## src/rtl/multicycle_controller_if.sv

```systemverilog
// Control bundle between the multicycle controller and the shared RV32I datapath.
// master = controller side (drives selects/enables), slave = datapath side.
interface multicycle_controller_if;
   logic [6:0] i_op;
   logic [2:0] i_funct3;
   logic       i_funct7_5;
   logic       i_zero;
   logic       i_mem_ready;
   logic       o_pc_write;
   logic       o_adr_src;
   logic       o_mem_write;
   logic       o_ir_write;
   logic       o_reg_write;
   logic [1:0] o_result_src;
   logic [1:0] o_alu_src_a;
   logic [1:0] o_alu_src_b;
   logic [1:0] o_immsrc;
   logic [2:0] o_alu_ctrl;
   logic       o_illegal;
   logic [3:0] o_state;

   modport master (
      input  i_op, i_funct3, i_funct7_5, i_zero, i_mem_ready,
      output o_pc_write, o_adr_src, o_mem_write, o_ir_write, o_reg_write,
             o_result_src, o_alu_src_a, o_alu_src_b, o_immsrc, o_alu_ctrl,
             o_illegal, o_state
   );

   modport slave (
      output i_op, i_funct3, i_funct7_5, i_zero, i_mem_ready,
      input  o_pc_write, o_adr_src, o_mem_write, o_ir_write, o_reg_write,
             o_result_src, o_alu_src_a, o_alu_src_b, o_immsrc, o_alu_ctrl,
             o_illegal, o_state
   );
endinterface

```

## src/rtl/multicycle_controller.sv

```systemverilog
// Multicycle RV32I sequencer: Moore FSM with registered per-state controls, stalls on i_mem_ready.
// ILLEGAL_TRAP_EN: when defined, unlisted opcodes enter HALT and set a sticky o_illegal.
module multicycle_controller (
   input  logic i_clk,
   input  logic i_rst,
   multicycle_controller_if.master bus
);

   typedef enum logic [3:0] {
      FETCH    = 4'd0,
      DECODE   = 4'd1,
      MEMADR   = 4'd2,
      MEMREAD  = 4'd3,
      MEMWB    = 4'd4,
      MEMWRITE = 4'd5,
      EXECR    = 4'd6,
      EXECI    = 4'd7,
      ALUWB    = 4'd8,
      BRANCH   = 4'd9,
      JAL      = 4'd10,
      JALRADR  = 4'd11,
      JALRPC   = 4'd12,
      HALT     = 4'd15
   } state_t;

   typedef struct packed {
      logic       adr_src;
      logic       pc_write;
      logic       reg_write;
      logic       mem_write;
      logic [1:0] result_src;
      logic [1:0] alu_src_a;
      logic [1:0] alu_src_b;
      logic [2:0] alu_ctrl;
   } ctrl_t;

   localparam logic [6:0] OP_LOAD  = 7'b0000011;
   localparam logic [6:0] OP_STORE = 7'b0100011;
   localparam logic [6:0] OP_R     = 7'b0110011;
   localparam logic [6:0] OP_I     = 7'b0010011;
   localparam logic [6:0] OP_B     = 7'b1100011;
   localparam logic [6:0] OP_JAL   = 7'b1101111;
   localparam logic [6:0] OP_JALR  = 7'b1100111;

   localparam logic [2:0] ALU_ADD = 3'b000;
   localparam logic [2:0] ALU_SUB = 3'b001;
   localparam logic [2:0] ALU_AND = 3'b010;
   localparam logic [2:0] ALU_OR  = 3'b011;
   localparam logic [2:0] ALU_SLT = 3'b101;

   function automatic logic [2:0] funct_alu(input logic [2:0] f3, input logic op5,
                                            input logic f75);
      logic [2:0] a;
      case (f3)
         3'b000:  a = (op5 & f75) ? ALU_SUB : ALU_ADD;
         3'b010:  a = ALU_SLT;
         3'b110:  a = ALU_OR;
         3'b111:  a = ALU_AND;
         default: a = ALU_ADD;
      endcase
      return a;
   endfunction

   // Static (ungated) control word for the state about to be entered.
   function automatic ctrl_t state_ctrl(input state_t s, input logic [2:0] f3,
                                        input logic op5, input logic f75);
      ctrl_t c;
      c = '0;
      case (s)
         FETCH: begin
            c.alu_src_b  = 2'b10;
            c.result_src = 2'b10;
         end
         DECODE: begin
            c.alu_src_a = 2'b01;
            c.alu_src_b = 2'b01;
         end
         MEMADR: begin
            c.alu_src_a = 2'b10;
            c.alu_src_b = 2'b01;
         end
         MEMREAD:  c.adr_src = 1'b1;
         MEMWB: begin
            c.result_src = 2'b01;
            c.reg_write  = 1'b1;
         end
         MEMWRITE: begin
            c.adr_src   = 1'b1;
            c.mem_write = 1'b1;
         end
         EXECR: begin
            c.alu_src_a = 2'b10;
            c.alu_ctrl  = funct_alu(f3, op5, f75);
         end
         EXECI: begin
            c.alu_src_a = 2'b10;
            c.alu_src_b = 2'b01;
            c.alu_ctrl  = funct_alu(f3, op5, f75);
         end
         ALUWB:    c.reg_write = 1'b1;
         BRANCH: begin
            c.alu_src_a = 2'b10;
            c.alu_ctrl  = ALU_SUB;
         end
         JAL, JALRPC: begin
            c.alu_src_a = 2'b01;
            c.alu_src_b = 2'b10;
            c.pc_write  = 1'b1;
         end
         JALRADR: begin
            c.alu_src_a = 2'b10;
            c.alu_src_b = 2'b01;
         end
         default: c = '0;
      endcase
      return c;
   endfunction

   state_t state;
   state_t state_nxt;
   ctrl_t  ctrl;
   logic   br_eq;
   logic   br_ne;

   always_comb begin
      state_nxt = state;
      case (state)
         FETCH:    state_nxt = bus.i_mem_ready ? DECODE : FETCH;
         DECODE: begin
            case (bus.i_op)
               OP_LOAD, OP_STORE: state_nxt = MEMADR;
               OP_R:              state_nxt = EXECR;
               OP_I:              state_nxt = EXECI;
               OP_B:              state_nxt = BRANCH;
               OP_JAL:            state_nxt = JAL;
               OP_JALR:           state_nxt = JALRADR;
`ifdef ILLEGAL_TRAP_EN
               default:           state_nxt = HALT;
`else
               default:           state_nxt = FETCH;
`endif
            endcase
         end
         MEMADR:   state_nxt = bus.i_op[5] ? MEMWRITE : MEMREAD;
         MEMREAD:  state_nxt = bus.i_mem_ready ? MEMWB : MEMREAD;
         MEMWB:    state_nxt = FETCH;
         MEMWRITE: state_nxt = bus.i_mem_ready ? FETCH : MEMWRITE;
         EXECR:    state_nxt = ALUWB;
         EXECI:    state_nxt = ALUWB;
         ALUWB:    state_nxt = FETCH;
         BRANCH:   state_nxt = FETCH;
         JAL:      state_nxt = ALUWB;
         JALRADR:  state_nxt = JALRPC;
         JALRPC:   state_nxt = ALUWB;
         HALT:     state_nxt = HALT;
         default:  state_nxt = FETCH;
      endcase
   end

`ifdef ILLEGAL_TRAP_EN
   logic illegal_q;
`endif

   always_ff @(posedge i_clk or posedge i_rst) begin
      if (i_rst) begin
         state <= FETCH;
         ctrl  <= state_ctrl(FETCH, 3'b000, 1'b0, 1'b0);
         br_eq <= 1'b0;
         br_ne <= 1'b0;
`ifdef ILLEGAL_TRAP_EN
         illegal_q <= 1'b0;
`endif
      end else begin
         state <= state_nxt;
         ctrl  <= state_ctrl(state_nxt, bus.i_funct3, bus.i_op[5], bus.i_funct7_5);
         br_eq <= (state_nxt == BRANCH) && (bus.i_funct3 == 3'b000);
         br_ne <= (state_nxt == BRANCH) && (bus.i_funct3 == 3'b001);
`ifdef ILLEGAL_TRAP_EN
         illegal_q <= illegal_q | (state_nxt == HALT);
`endif
      end
   end

`ifdef ILLEGAL_TRAP_EN
   assign bus.o_illegal = illegal_q;
`else
   assign bus.o_illegal = 1'b0;
`endif

   // Enables are masked while reset is held so nothing fires with state already forced to FETCH.
   assign bus.o_pc_write  = !i_rst & (ctrl.pc_write
                                      | ((state == FETCH) & bus.i_mem_ready)
                                      | (br_eq & bus.i_zero)
                                      | (br_ne & !bus.i_zero));
   assign bus.o_ir_write  = !i_rst & (state == FETCH) & bus.i_mem_ready;
   assign bus.o_mem_write = !i_rst & ctrl.mem_write;
   assign bus.o_reg_write = !i_rst & ctrl.reg_write;
   assign bus.o_adr_src    = ctrl.adr_src;
   assign bus.o_result_src = ctrl.result_src;
   assign bus.o_alu_src_a  = ctrl.alu_src_a;
   assign bus.o_alu_src_b  = ctrl.alu_src_b;
   assign bus.o_alu_ctrl   = ctrl.alu_ctrl;
   assign bus.o_state      = state;

   always_comb begin
      bus.o_immsrc = 2'b00;
      case (bus.i_op)
         OP_STORE: bus.o_immsrc = 2'b01;
         OP_B:     bus.o_immsrc = 2'b10;
         OP_JAL:   bus.o_immsrc = 2'b11;
         default:  bus.o_immsrc = 2'b00;
      endcase
   end

endmodule
```

## src/flat_wrapper.sv

```systemverilog
// flat-port wrapper written by rule: the top's interface ports become plain ports
module multicycle_controller_flat 
  (i_clk, i_rst, bus_i_op, bus_i_funct3, bus_i_funct7_5, bus_i_zero, bus_i_mem_ready, bus_o_pc_write, bus_o_adr_src, bus_o_mem_write, bus_o_ir_write, bus_o_reg_write, bus_o_result_src, bus_o_alu_src_a, bus_o_alu_src_b, bus_o_immsrc, bus_o_alu_ctrl, bus_o_illegal, bus_o_state);
  multicycle_controller_if bus_i ();
  input  logic i_clk;
  input  logic i_rst;
  input wire logic [$bits(bus_i.i_op)-1:0] bus_i_op;
  input wire logic [$bits(bus_i.i_funct3)-1:0] bus_i_funct3;
  input wire logic [$bits(bus_i.i_funct7_5)-1:0] bus_i_funct7_5;
  input wire logic [$bits(bus_i.i_zero)-1:0] bus_i_zero;
  input wire logic [$bits(bus_i.i_mem_ready)-1:0] bus_i_mem_ready;
  output wire logic [$bits(bus_i.o_pc_write)-1:0] bus_o_pc_write;
  output wire logic [$bits(bus_i.o_adr_src)-1:0] bus_o_adr_src;
  output wire logic [$bits(bus_i.o_mem_write)-1:0] bus_o_mem_write;
  output wire logic [$bits(bus_i.o_ir_write)-1:0] bus_o_ir_write;
  output wire logic [$bits(bus_i.o_reg_write)-1:0] bus_o_reg_write;
  output wire logic [$bits(bus_i.o_result_src)-1:0] bus_o_result_src;
  output wire logic [$bits(bus_i.o_alu_src_a)-1:0] bus_o_alu_src_a;
  output wire logic [$bits(bus_i.o_alu_src_b)-1:0] bus_o_alu_src_b;
  output wire logic [$bits(bus_i.o_immsrc)-1:0] bus_o_immsrc;
  output wire logic [$bits(bus_i.o_alu_ctrl)-1:0] bus_o_alu_ctrl;
  output wire logic [$bits(bus_i.o_illegal)-1:0] bus_o_illegal;
  output wire logic [$bits(bus_i.o_state)-1:0] bus_o_state;
  assign bus_i.i_op = bus_i_op;
  assign bus_i.i_funct3 = bus_i_funct3;
  assign bus_i.i_funct7_5 = bus_i_funct7_5;
  assign bus_i.i_zero = bus_i_zero;
  assign bus_i.i_mem_ready = bus_i_mem_ready;
  assign bus_o_pc_write = bus_i.o_pc_write;
  assign bus_o_adr_src = bus_i.o_adr_src;
  assign bus_o_mem_write = bus_i.o_mem_write;
  assign bus_o_ir_write = bus_i.o_ir_write;
  assign bus_o_reg_write = bus_i.o_reg_write;
  assign bus_o_result_src = bus_i.o_result_src;
  assign bus_o_alu_src_a = bus_i.o_alu_src_a;
  assign bus_o_alu_src_b = bus_i.o_alu_src_b;
  assign bus_o_immsrc = bus_i.o_immsrc;
  assign bus_o_alu_ctrl = bus_i.o_alu_ctrl;
  assign bus_o_illegal = bus_i.o_illegal;
  assign bus_o_state = bus_i.o_state;
  multicycle_controller u_core (.i_clk(i_clk), .i_rst(i_rst), .bus(bus_i));
endmodule
```

## config.mk

```make
export PLATFORM = sky130hd
export DESIGN_NAME = multicycle_controller_flat
export DESIGN_NICKNAME = d
export VERILOG_FILES = /design/src/rtl/multicycle_controller_if.sv /design/src/rtl/multicycle_controller.sv /design/src/flat_wrapper.sv
export SDC_FILE = /design/constraint.sdc
export NUM_CORES = 1
export LEC_CHECK = 0
export ABC_AREA = 1
export BUFFER_PORTS_ARGS = -buffer_cell sky130_fd_sc_hd__buf_4
export CAP_MARGIN = 20
export CORE_ASPECT_RATIO = 0.6
export CORE_MARGIN = 3
export CORE_UTILIZATION = 45
export DETAILED_ROUTE_END_ITERATION = 12
export PLACE_DENSITY_LB_ADDON = 0.15
export SETUP_SLACK_MARGIN = 0.02
export SKIP_CTS_REPAIR_TIMING = 1
export SYNTH_ARGS = -nofsm -noshare
export SYNTH_HDL_FRONTEND = slang
export SYNTH_SLANG_ARGS = --single-unit
```

## constraint.sdc

```tcl
create_clock -name i_clk -period 4.4 [get_ports i_clk]
set_clock_uncertainty 0.05 [all_clocks]
set_input_delay 0.44 -clock i_clk [delete_from_list [all_inputs] [get_ports i_clk]]
set_output_delay 0.44 -clock i_clk [all_outputs]
set_load 0.1 [all_outputs]
```

Yosys cells after proc, flatten, opt, wreduce, memory -nomap -nowiden

Index checks and enable logic that the tools add are counted.

Equal/unequal tests: 33
Muxes and demuxes: 17
Bitwise gates (word level): 12
Reduce and logical (&&, ||, !) cells: 17

Operators with widths:

| kind                                          | number |
|---|---|
| == test 4 bit, second input constant          | 9 |
| case mux 4 bit (8 select lines)               | 1 |
| == test 4 x 3 -> 1 bit, second input constant | 7 |
| case mux 4 bit (6 select lines)               | 1 |
| == test 7 bit, second input constant          | 3 |
| == test 4 x 2 -> 1 bit, second input constant | 4 |
| == test 7 x 6 -> 1 bit, second input constant | 2 |
| case mux 2 bit (2 select lines)               | 3 |
| case mux 3 bit (4 select lines)               | 1 |
| OR reduction 2 bit                            | 5 |
| AND 1 bit                                     | 9 |
| 2-to-1 mux 3 bit                              | 3 |
| == test 4 x 1 -> 1 bit, second input constant | 2 |
| logical NOT 4 bit                             | 2 |
| OR reduction 4 bit                            | 2 |
| == test 7 x 2 -> 1 bit, second input constant | 1 |
| == test 7 x 5 -> 1 bit, second input constant | 1 |
| == test 3 bit, second input constant          | 2 |
| 2-to-1 mux 1 bit                              | 6 |
| case mux 2 bit (3 select lines)               | 1 |
| case mux 3 bit (2 select lines)               | 1 |
| OR reduction 3 bit                            | 2 |
| OR reduction 5 bit                            | 1 |
| == test 3 x 1 -> 1 bit, second input constant | 1 |
| 5 further kinds                               | 9 |

Register bits after elaboration: 19
Input bits: 15
Output and inout port bits: 21
Logic and storage cells: 90

Longest topological paths before layout

Gate-level depths: netlist of run 1.

Word-level depth: 7
Depth in mapped cells: 13
Gate-level depth less buffers: 13

Worst setup path before layout of run 1

Ideal clock, no wire load.

Path kind: reg-to-output
Start point: reg u_core.state[3], in the netlist u_core.bus.o_state[3]
End point: out bus_o_pc_write
Arrival time: 2.876 ns
Data required time: 3.910 ns
Slack: 1.034 ns
Cell stages (with the launch flop): 4
Path buffers: 0
Path through: dfrtp_1 -> nor2_4 -> nand4_1 -> a31oi_1

Word-level cells in the longest chain between the ends: 6

RTL lines:

| item                   | line                         | text |
|---|---|---|
| from (decl)            | multicycle_controller.sv:119 | `state_t state;` |
| from (signal assigned) | multicycle_controller.sv:174 | `state <= state_nxt;` |
| logical NOT 4 bit      | multicycle_controller.sv:192 | `\| ((state == FETCH) & bus.i_mem_ready)` |
| AND 1 bit              | multicycle_controller.sv:192 |  |
| OR 1 bit               | multicycle_controller.sv:192 |  |
| OR 1 bit               | multicycle_controller.sv:193 | `\| (br_eq & bus.i_zero)` |
| OR 1 bit               | multicycle_controller.sv:194 | `\| (br_ne & !bus.i_zero));` |
| AND 1 bit              | multicycle_controller.sv:191 | `assign bus.o_pc_write = !i_rst & (ctrl.pc_write` |
| to (decl)              | flat_wrapper.sv:12           | `output wire logic [$bits(bus_i.o_pc_write)-1:0] bus_o_pc_write;` |

No other way between the ends.

Final worst setup path of run 1

Same ends and word-level chain as after synthesis.

==> flow_summary.toml, run 1 <==
[status]
outcome = "completed"

[floorplan]
die_h_um = 45.7
num_rows = 13
coreArea_um2 = 2330
die-area_um2 = 3300
ios = 36
initial_core_util_pct = 50.9
die_w_um = 72.2

[logic_synthesis]
avgSynthCellArea_um2 = 7.50
async_flop_share_pct = 100
synth_area_leaders = "dfrtp_1 (36%), nand2_1 (12%), nor2_1 (7.0%)"
synth_cell_types = 30
synth.top_cell.area_share_pct = 35.9
yosysTopAreaCell = "dfrtp_1"
synth_edf_count = 0
synthesis.area_um2 = 1180
ys_warn_count = 0
ys_ff_latch = 19
syn_inst = 158
syn-num-nets = 173
synth-main-ff-cell = "dfrtp_1"
synth_seq_area_share_pct = 40.3

[clocking]
clkTransAtPathRegs_ps = 70
cts_max_level = 1
clock-sinks = 19
numCtsBuffers = 3
cts_tree = "yes"
clock_path_buffers = 2
clockRootBuffer = "clkbuf_8"
insertion_delay_ps = 250

[power_and_ir_drop]
switchingPower_mw = 0.209
intPower_mw = 0.294
p_clk_share_pct = 23.5
power_density_nw_per_um2 = 347
swShare_pct = 41.5
seqPwrFrac_pct = 38.7
peakVddDrop_mv = 0.138
pwr-share-comb_pct = 37.8
leakage_nw = 0.811
p_total_mw = 0.503

[timing]
maxSlewViolCount = 0
hold_viol = 0
rsz0062_at_grt = "false"
finalSetupViolCount = 0
period_share_pct = 49.6
fin_tns_setup_ps = 0
fin_crit_ps = 2180
tightest_slew_ps = 706
setup_ws_ps = 2220
fmax_mhz = 458
maxSlewHeadroom_pct = 52.9

[setup_path]
critPathMaxFanout = 9
endpoint_kind = "output pin"
crit_required_ps = 3910
cp-start-kind = "flop"
crit_type = "flop to output pin"
crit_arrival_ps = 1690

[detailed_routing]
post_drt_via_cell_ratio = 4.86
wire_per_inst_um = 11.9
drt_pass1_iterations = 4
final_antenna_net_count = 0
routed_wl_um = 2560
first_iter_violations = 53
drc = 0
dr_total_vias = 1049

[placement]
dp_hpwl_um = 2120
pre_cts_ws_ps = 2460
io_buffers = 34
dpl.cell_count = 212
placedInstanceArea_um2 = 1400
place_congestion = 0.819

[layout]
antennaDiodeCount = 0
final_area_um2 = 1450
layout-drive-gt1-share_pct = 33.9
syn2layout_area_growth_pct = 22.2
layout_common_cells = "nand2_1 (37), buf_4 (34), nor2_1 (22), inv_1 (18), dfrtp_1 (17)"
final_nets = 202
final_common_cell = "nand2_1"
instances_no_fill = 216

[flow_run]
cap_violations = 0

[grt]
grt.overflow.total = 0
grt_pass1_vias = 953
gr-usage-all-layers_pct = 17.0
grt_pass1_wl_um = 4160
antenna_found_initial = 0
grt_max_degree = 20

[min_path]
hp-class = "input pin to async pin"
-- power groups by stage --
stage | Clock [mW] | Combinational [mW] | Sequential, mW
final | 0.118 | 0.190 | 0.195
after global routing | 0.131 | 0.200 | 0.195
after CTS | 0.123 | 0.191 | 0.195
after detailed placement | 0 | 0.191 | 0.198
after global placement | 0 | 0.189 | 0.197
after floorplan | 0 | 0.137 | 0.218
-- final cells by class --
cell class              count  area (um^2)
fillers                   212          878
well taps                  30         37.5
multi-input cells         103          532
clock buffers               4         45.0
inverters                  26          100
repair buffers             34          255
flip-flops and latches     19          478
-- state kept, by name (all words and copies together), names as in the netlist --
| signal | flops |
|---|---|
| u_core.bus.o_result_src | 2 |
| u_core.bus.o_state | 4 |
| u_core.br_ne | 1 |
| u_core.bus.o_alu_src_b | 2 |
| u_core.bus.o_alu_ctrl | 3 |
| u_core.br_eq | 1 |
| u_core.bus.o_adr_src | 1 |
| u_core.bus.o_alu_src_a | 2 |
| u_core.ctrl | 3 |
-- cell families (layout without fill, tap and decap cells) --
logic type	count (synthesis)	count (layout)	synth area share, %
buffers and inverters	36	64	14.8
AND/OR/NAND/NOR	93	93	39.3
flip-flops	19	19	40.3
other	1	1	0.316
AO/OA/AOI/OAI	9	9	5.28
-- through the flow --
step | hold slack (ps) | utilization [%]
after global placement | 573 | 60.3
final | 290 | 62.2
after CTS | 301 | 62.2
after floorplan | 340 | -
after detailed placement | 575 | 60.3
after global routing | 308 | 62.2
-- cells in the mapped netlist (2+ instances only) --
library cell	number
nor2_2	2
nand2_2	6
a21oi_1	2
buf_4	10
inv_2	6
nor2_4	3
a31oi_1	2
nand2_1	37
dfstp_2	2
inv_1	18
nor2_1	22
dfrtp_1	17
nor3_1	3
nand3_1	12
-- final timing paths --
path / end / slack (ps) / start / depth (start not counted)
min in group i_clk: u_core.bus.o_alu_ctrl[2] / 310 / bus_i_funct3[2] / 2
min: u_core.ctrl[10] / 290 / i_rst / 2
max reg2reg: u_core.bus.o_alu_src_b[0] / 2700 / u_core.bus.o_state[3] / 12
min reg2reg: u_core.bus.o_result_src[0] / 590 / u_core.bus.o_state[1] / 2
max in group asynchronous: u_core.bus.o_adr_src / 3570 / i_rst / 2
max: bus_o_pc_write / 2220 / u_core.bus.o_state[3] / 4
-- critical path, cell delays in order (launching register included) --
cell and delay [ps]:
dfrtp_1 460, nor2_4 240, nand4_1 230, a31oi_1 200, buf_4 310
-- routing by layer --
metal  track usage (%)  wire (um)  vias to the layer above
li1                  -          -                      534
met2              28.6       1190                       24
met4              4.49         17                        0
met5                 0          0                        -
met1              21.8       1220                      489
met3              4.85        139                        2
Power figures use the tool's default switching activity.
==> run 2, diff against run 1 <==
==> constraint.sdc (replaced) <==
create_clock -name i_clk -period 2.07 [get_ports i_clk]
set_clock_uncertainty 0.05 [all_clocks]
set_input_delay 0.207 -clock i_clk [delete_from_list [all_inputs] [get_ports i_clk]]
set_output_delay 0.207 -clock i_clk [all_outputs]
set_load 0.1 [all_outputs]
==> flow_summary.toml, run 2 (synthesized netlist as in run 1, its figures left out) <==
[layout]
antennaDiodeCount = 0
syn2layout_area_growth_pct = 25.3
largest_reg_flops = 4
layout-drive-gt1-share_pct = 37.4
layout_common_cells = "nand2_1 (37), buf_4 (35), nor2_1 (21), inv_1 (18), dfrtp_1 (14)"
instances_no_fill = 217
final_nets = 203
final_common_cell = "nand2_1"

[timing]
maxSlewViolCount = 0
finalSetupViolCount = 0
fin_crit_ps = 2010
rsz0062_at_grt = "false"
maxSlewHeadroom_pct = 50.6
hold_viol = 0
tightest_slew_ps = 740
setup_ws_ps = 58.2
fmax_mhz = 497
fin_tns_setup_ps = 0
period_share_pct = 97.2

[floorplan]
num_rows = 13
initial_core_util_pct = 50.9
coreArea_um2 = 2330
ios = 36
die-area_um2 = 3300
die_h_um = 45.7
die_w_um = 72.2

[power_and_ir_drop]
intPower_mw = 0.633
switchingPower_mw = 0.466
p_total_mw = 1.10
seqPwrFrac_pct = 37.7
swShare_pct = 42.4
power_density_nw_per_um2 = 740
leakage_nw = 0.813
peakVddDrop_mv = 0.292
pwr-share-comb_pct = 38.1
p_clk_share_pct = 24.2

[clocking]
insertion_delay_ps = 260
clockRootBuffer = "clkbuf_8"
clkTransAtPathRegs_ps = 70
cts_max_level = 1
clock-sinks = 19
numCtsBuffers = 3
clock_path_buffers = 2
cts_tree = "yes"

[grt]
grt.overflow.total = 0
grt_pass1_vias = 980
gr-usage-all-layers_pct = 18.6
antenna_found_initial = 0
grt_pass1_wl_um = 4590
grt_max_degree = 20

[setup_path]
crit_path_max_incr_delay_ps = 450
cp-start-kind = "flop"
crit_family = "buffers and inverters"
crit_arrival_ps = 1750
crit_type = "flop to output pin"
crit_top_cell = "buf_4"
worstPathCellList = "nor2_4 -> nand4_1 -> buf_4 -> a31oi_4 -> buf_4"
critPathMaxFanout = 9
cp_slowest_cell = "dfrtp_2"
path_buf_inv = 2
endpoint_kind = "output pin"
crit_required_ps = 1810

[placement]
io_buffers = 34
dpl.cell_count = 212
dp_hpwl_um = 2240
pre_cts_ws_ps = 227
place_congestion = 0.842

[min_path]
hp-class = "input pin to async pin"

[detailed_routing]
dr_total_vias = 1076
wire_per_inst_um = 12.8
post_drt_via_cell_ratio = 4.96
drt_pass1_iterations = 4
final_antenna_net_count = 0
routed_wl_um = 2780
first_iter_violations = 105
drc = 0

[status]
outcome = "completed"

[flow_run]
cap_violations = 0
-- run 2: cell count changes in the layout (fill, tap and decap cells not counted) --
| cell | change |
|---|---|
| nor2_1 | -1 |
| buf_4 | +1 |
| a31oi_4 | +1 |
| a21oi_1 | -1 |
| dfrtp_1 | -3 |
| nor2_4 | +1 |
| a21oi_2 | +1 |
| dfrtp_2 | +3 |
| a31oi_1 | -1 |
-- run 2: layout make-up --
| cell class | instances | area, um^2 |
|---|---|---|
| Fill cell | 210 | 841 |
| Multi-Input combinational cell | 103 | 558 |
| Sequential cell | 19 | 482 |
| Timing Repair Buffer | 35 | 263 |
| Inverter | 26 | 100 |
| Clock buffer | 4 | 45.0 |
| Tap cell | 30 | 37.5 |
-- run 2: path summary, 6_finish.rpt --
check,from,to,slack (ps),depth (start not counted)
worst max-delay path,u_core.bus.o_state[2],bus_o_pc_write,60,5
worst min-delay path,i_rst,u_core.bus.o_adr_src,70,2
worst max register to register,u_core.bus.o_state[2],u_core.bus.o_alu_src_a[1],340,12
worst min register to register,u_core.bus.o_state[0],u_core.bus.o_result_src[0],570,2
max in group asynchronous,i_rst,u_core.bus.o_state[0],1380,2
min in group i_clk,bus_i_funct3[2],u_core.bus.o_alu_ctrl[2],70,2
-- run 2: metrics by stage --
| stage | area [um^2] | hold WS (ps) | util [%] |
|---|---|---|---|
| finish | 1490 | 69.3 | 63.9 |
| global route | 1490 | 66.9 | 63.9 |
| CTS | 1480 | 63.0 | 63.5 |
| detailed placement | 1430 | 346 | 61.6 |
| global placement | 1430 | 341 | 61.6 |
| floorplan | 1210 | 106 | - |
-- run 2: worst reg2reg max path, stage by stage (launching register included) --
cell	delay, ps
dfrtp_2	450
nor2_4	260
nand2_1	140
nor2_2	100
nand2_2	110
nand3_4	120
inv_2	50
nand2_4	90
nand2_1	60
nand2_1	60
nand2_1	50
inv_2	50
nand2_1	40
-- run 2: layer usage --
metal	track usage (%)	vias up	wire, um
met5	0	-	0
met2	28.9	43	1270
met1	24.8	490	1270
li1	-	538	-
met4	5.99	0	31
met3	6.17	5	210
-- run 2: power by group through the flow --
stage,logic (mW),clock network (mW),registers [mW]
global placement,0.409,0,0.420
CTS,0.416,0.269,0.414
detailed placement,0.415,0,0.421
finish,0.419,0.266,0.414
floorplan,0.298,0,0.465
global route,0.440,0.283,0.417
==> run 3, diff against run 2 <==
==> constraint.sdc (replaced) <==
create_clock -name i_clk -period 2.07 [get_ports i_clk]
set_clock_uncertainty 0.05 [all_clocks]
set_input_delay 0.621 -clock i_clk [delete_from_list [all_inputs] [get_ports i_clk]]
set_output_delay 0.621 -clock i_clk [all_outputs]
set_load 0.1 [all_outputs]
==> flow_summary.toml, run 3 (synthesized netlist as in run 1, its figures left out) <==
[placement]
dp_hpwl_um = 2370
dpl.cell_count = 224
io_buffers = 34
place_congestion = 0.842
placedInstanceArea_um2 = 1600
pre_cts_ws_ps = -121

[detailed_routing]
dr_total_vias = 1148
drc = 0
first_iter_violations = 54
post_drt_via_cell_ratio = 4.93
routed_wl_um = 3020
wire_per_inst_um = 13.0
drt_pass1_iterations = 5
final_antenna_net_count = 0

[grt]
grt.overflow.total = 0
antenna_found_initial = 0
grt_max_degree = 15
grt_pass1_vias = 1068
grt_pass1_wl_um = 4740
gr-usage-all-layers_pct = 19.3

[flow_run]
cap_violations = 0

[layout]
instances_no_fill = 233
final_common_cell = "buf_4"
syn2layout_area_growth_pct = 49.9
layout-drive-gt1-share_pct = 48.8
antennaDiodeCount = 0
fillerInstances = 166
layout_common_cells = "buf_4 (43), nand2_1 (32), nor2_1 (17), inv_1 (15), dfrtp_1 (13)"
final_area_um2 = 1780
final_nets = 219
largest_reg_flops = 4

[setup_path]
crit_required_ps = 1400
reg2reg_from = "u_core.bus.o_state[3]"
crit_arrival_ps = 1500
rr_endpoint = "u_core.ctrl[11]"
crit_type = "flop to output pin"
endpoint_kind = "output pin"
r2r.worst_path.cells = 11
rrSetupSlack_ps = 250
critPathMaxFanout = 4
cp-start-kind = "flop"

[min_path]
hp-class = "input pin to async pin"

[power_and_ir_drop]
leakage_nw = 0.936
peakVddDrop_mv = 0.368
p_total_mw = 1.15
power_density_nw_per_um2 = 649

[timing]
finalSetupViolCount = 2
period_share_pct = 105
setup_ws_ps = -104
fin_crit_ps = 2170
hold_viol = 0
maxSlewViolCount = 0
rsz0062_at_grt = "true"
fmax_mhz = 460
fin_tns_setup_ps = -136

[status]
outcome = "finished with violations"
violations = "setup timing"

[clocking]
clkTransAtPathRegs_ps = 70
cts_max_level = 1
insertion_delay_ps = 250
numCtsBuffers = 3
clock_path_buffers = 2
clock-sinks = 19
clockRootBuffer = "clkbuf_8"
cts_tree = "yes"

[floorplan]
initial_core_util_pct = 50.9
coreArea_um2 = 2330
die_h_um = 45.7
die_w_um = 72.2
die-area_um2 = 3300
ios = 36
num_rows = 13
run 3: through the flow:
| stage | hold WS (ps) | util (%) |
|---|---|---|
| global placement | 568 | 69.0 |
| finish | 304 | 76.4 |
| CTS | 309 | 70.9 |
| global route | 321 | 76.4 |
| floorplan | 521 | - |
| detailed placement | 577 | 69.0 |
run 3: worst max-delay path: stages, from the launching register on:
cell and delay (ps):
dfrtp_4 500, nor2_4 110, nand4_1 120, buf_6 170, a31oi_4 150, buf_12 190
run 3: worst max path at each step:
stage | startpoint | to | slack, ps | depth (start not counted)
6_report | u_core.bus.o_state[3] | bus_o_pc_write | -100 | 5
3_5_place_dp | bus_i_op[3] | bus_o_immsrc[0] | -120 | 7
3_3_place_gp | bus_i_op[3] | bus_o_immsrc[0] | -90 | 7
5_1_grt | u_core.bus.o_state[3] | bus_o_pc_write | -170 | 5
2_1_floorplan | u_core.bus.o_state[2] | bus_o_pc_write | -440 | 3
4_1_cts | u_core.bus.o_state[2] | bus_o_pc_write | -210 | 5
run 3: layout make-up:
cell class / count / area, um^2 / share of cell area [%]
Sequential cell: 19 / 488 / 27.5
Timing Repair Buffer: 51 / 448 / 25.2
Tap cell: 30 / 37.5 / 2.11
Inverter: 26 / 121 / 6.83
Clock buffer: 4 / 45.0 / 2.54
Multi-Input combinational cell: 103 / 637 / 35.8
run 3: layer usage:
metal	vias to the layer above	wire, um	global-route usage [%]
li1	569	-	-
met1	537	1360	25.1
met2	40	1440	31.5
met5	-	0	0
met4	0	8	5.99
met3	2	215	5.73
run 3: where the power goes:
part	switching (mW)	leakage, nW	total [mW]	internal [mW]
clock network	0.126	0.0228	0.263	0.137
logic	0.345	0.666	0.475	0.130
registers	0.0142	0.247	0.416	0.402
total	0.485	0.936	1.15	0.669
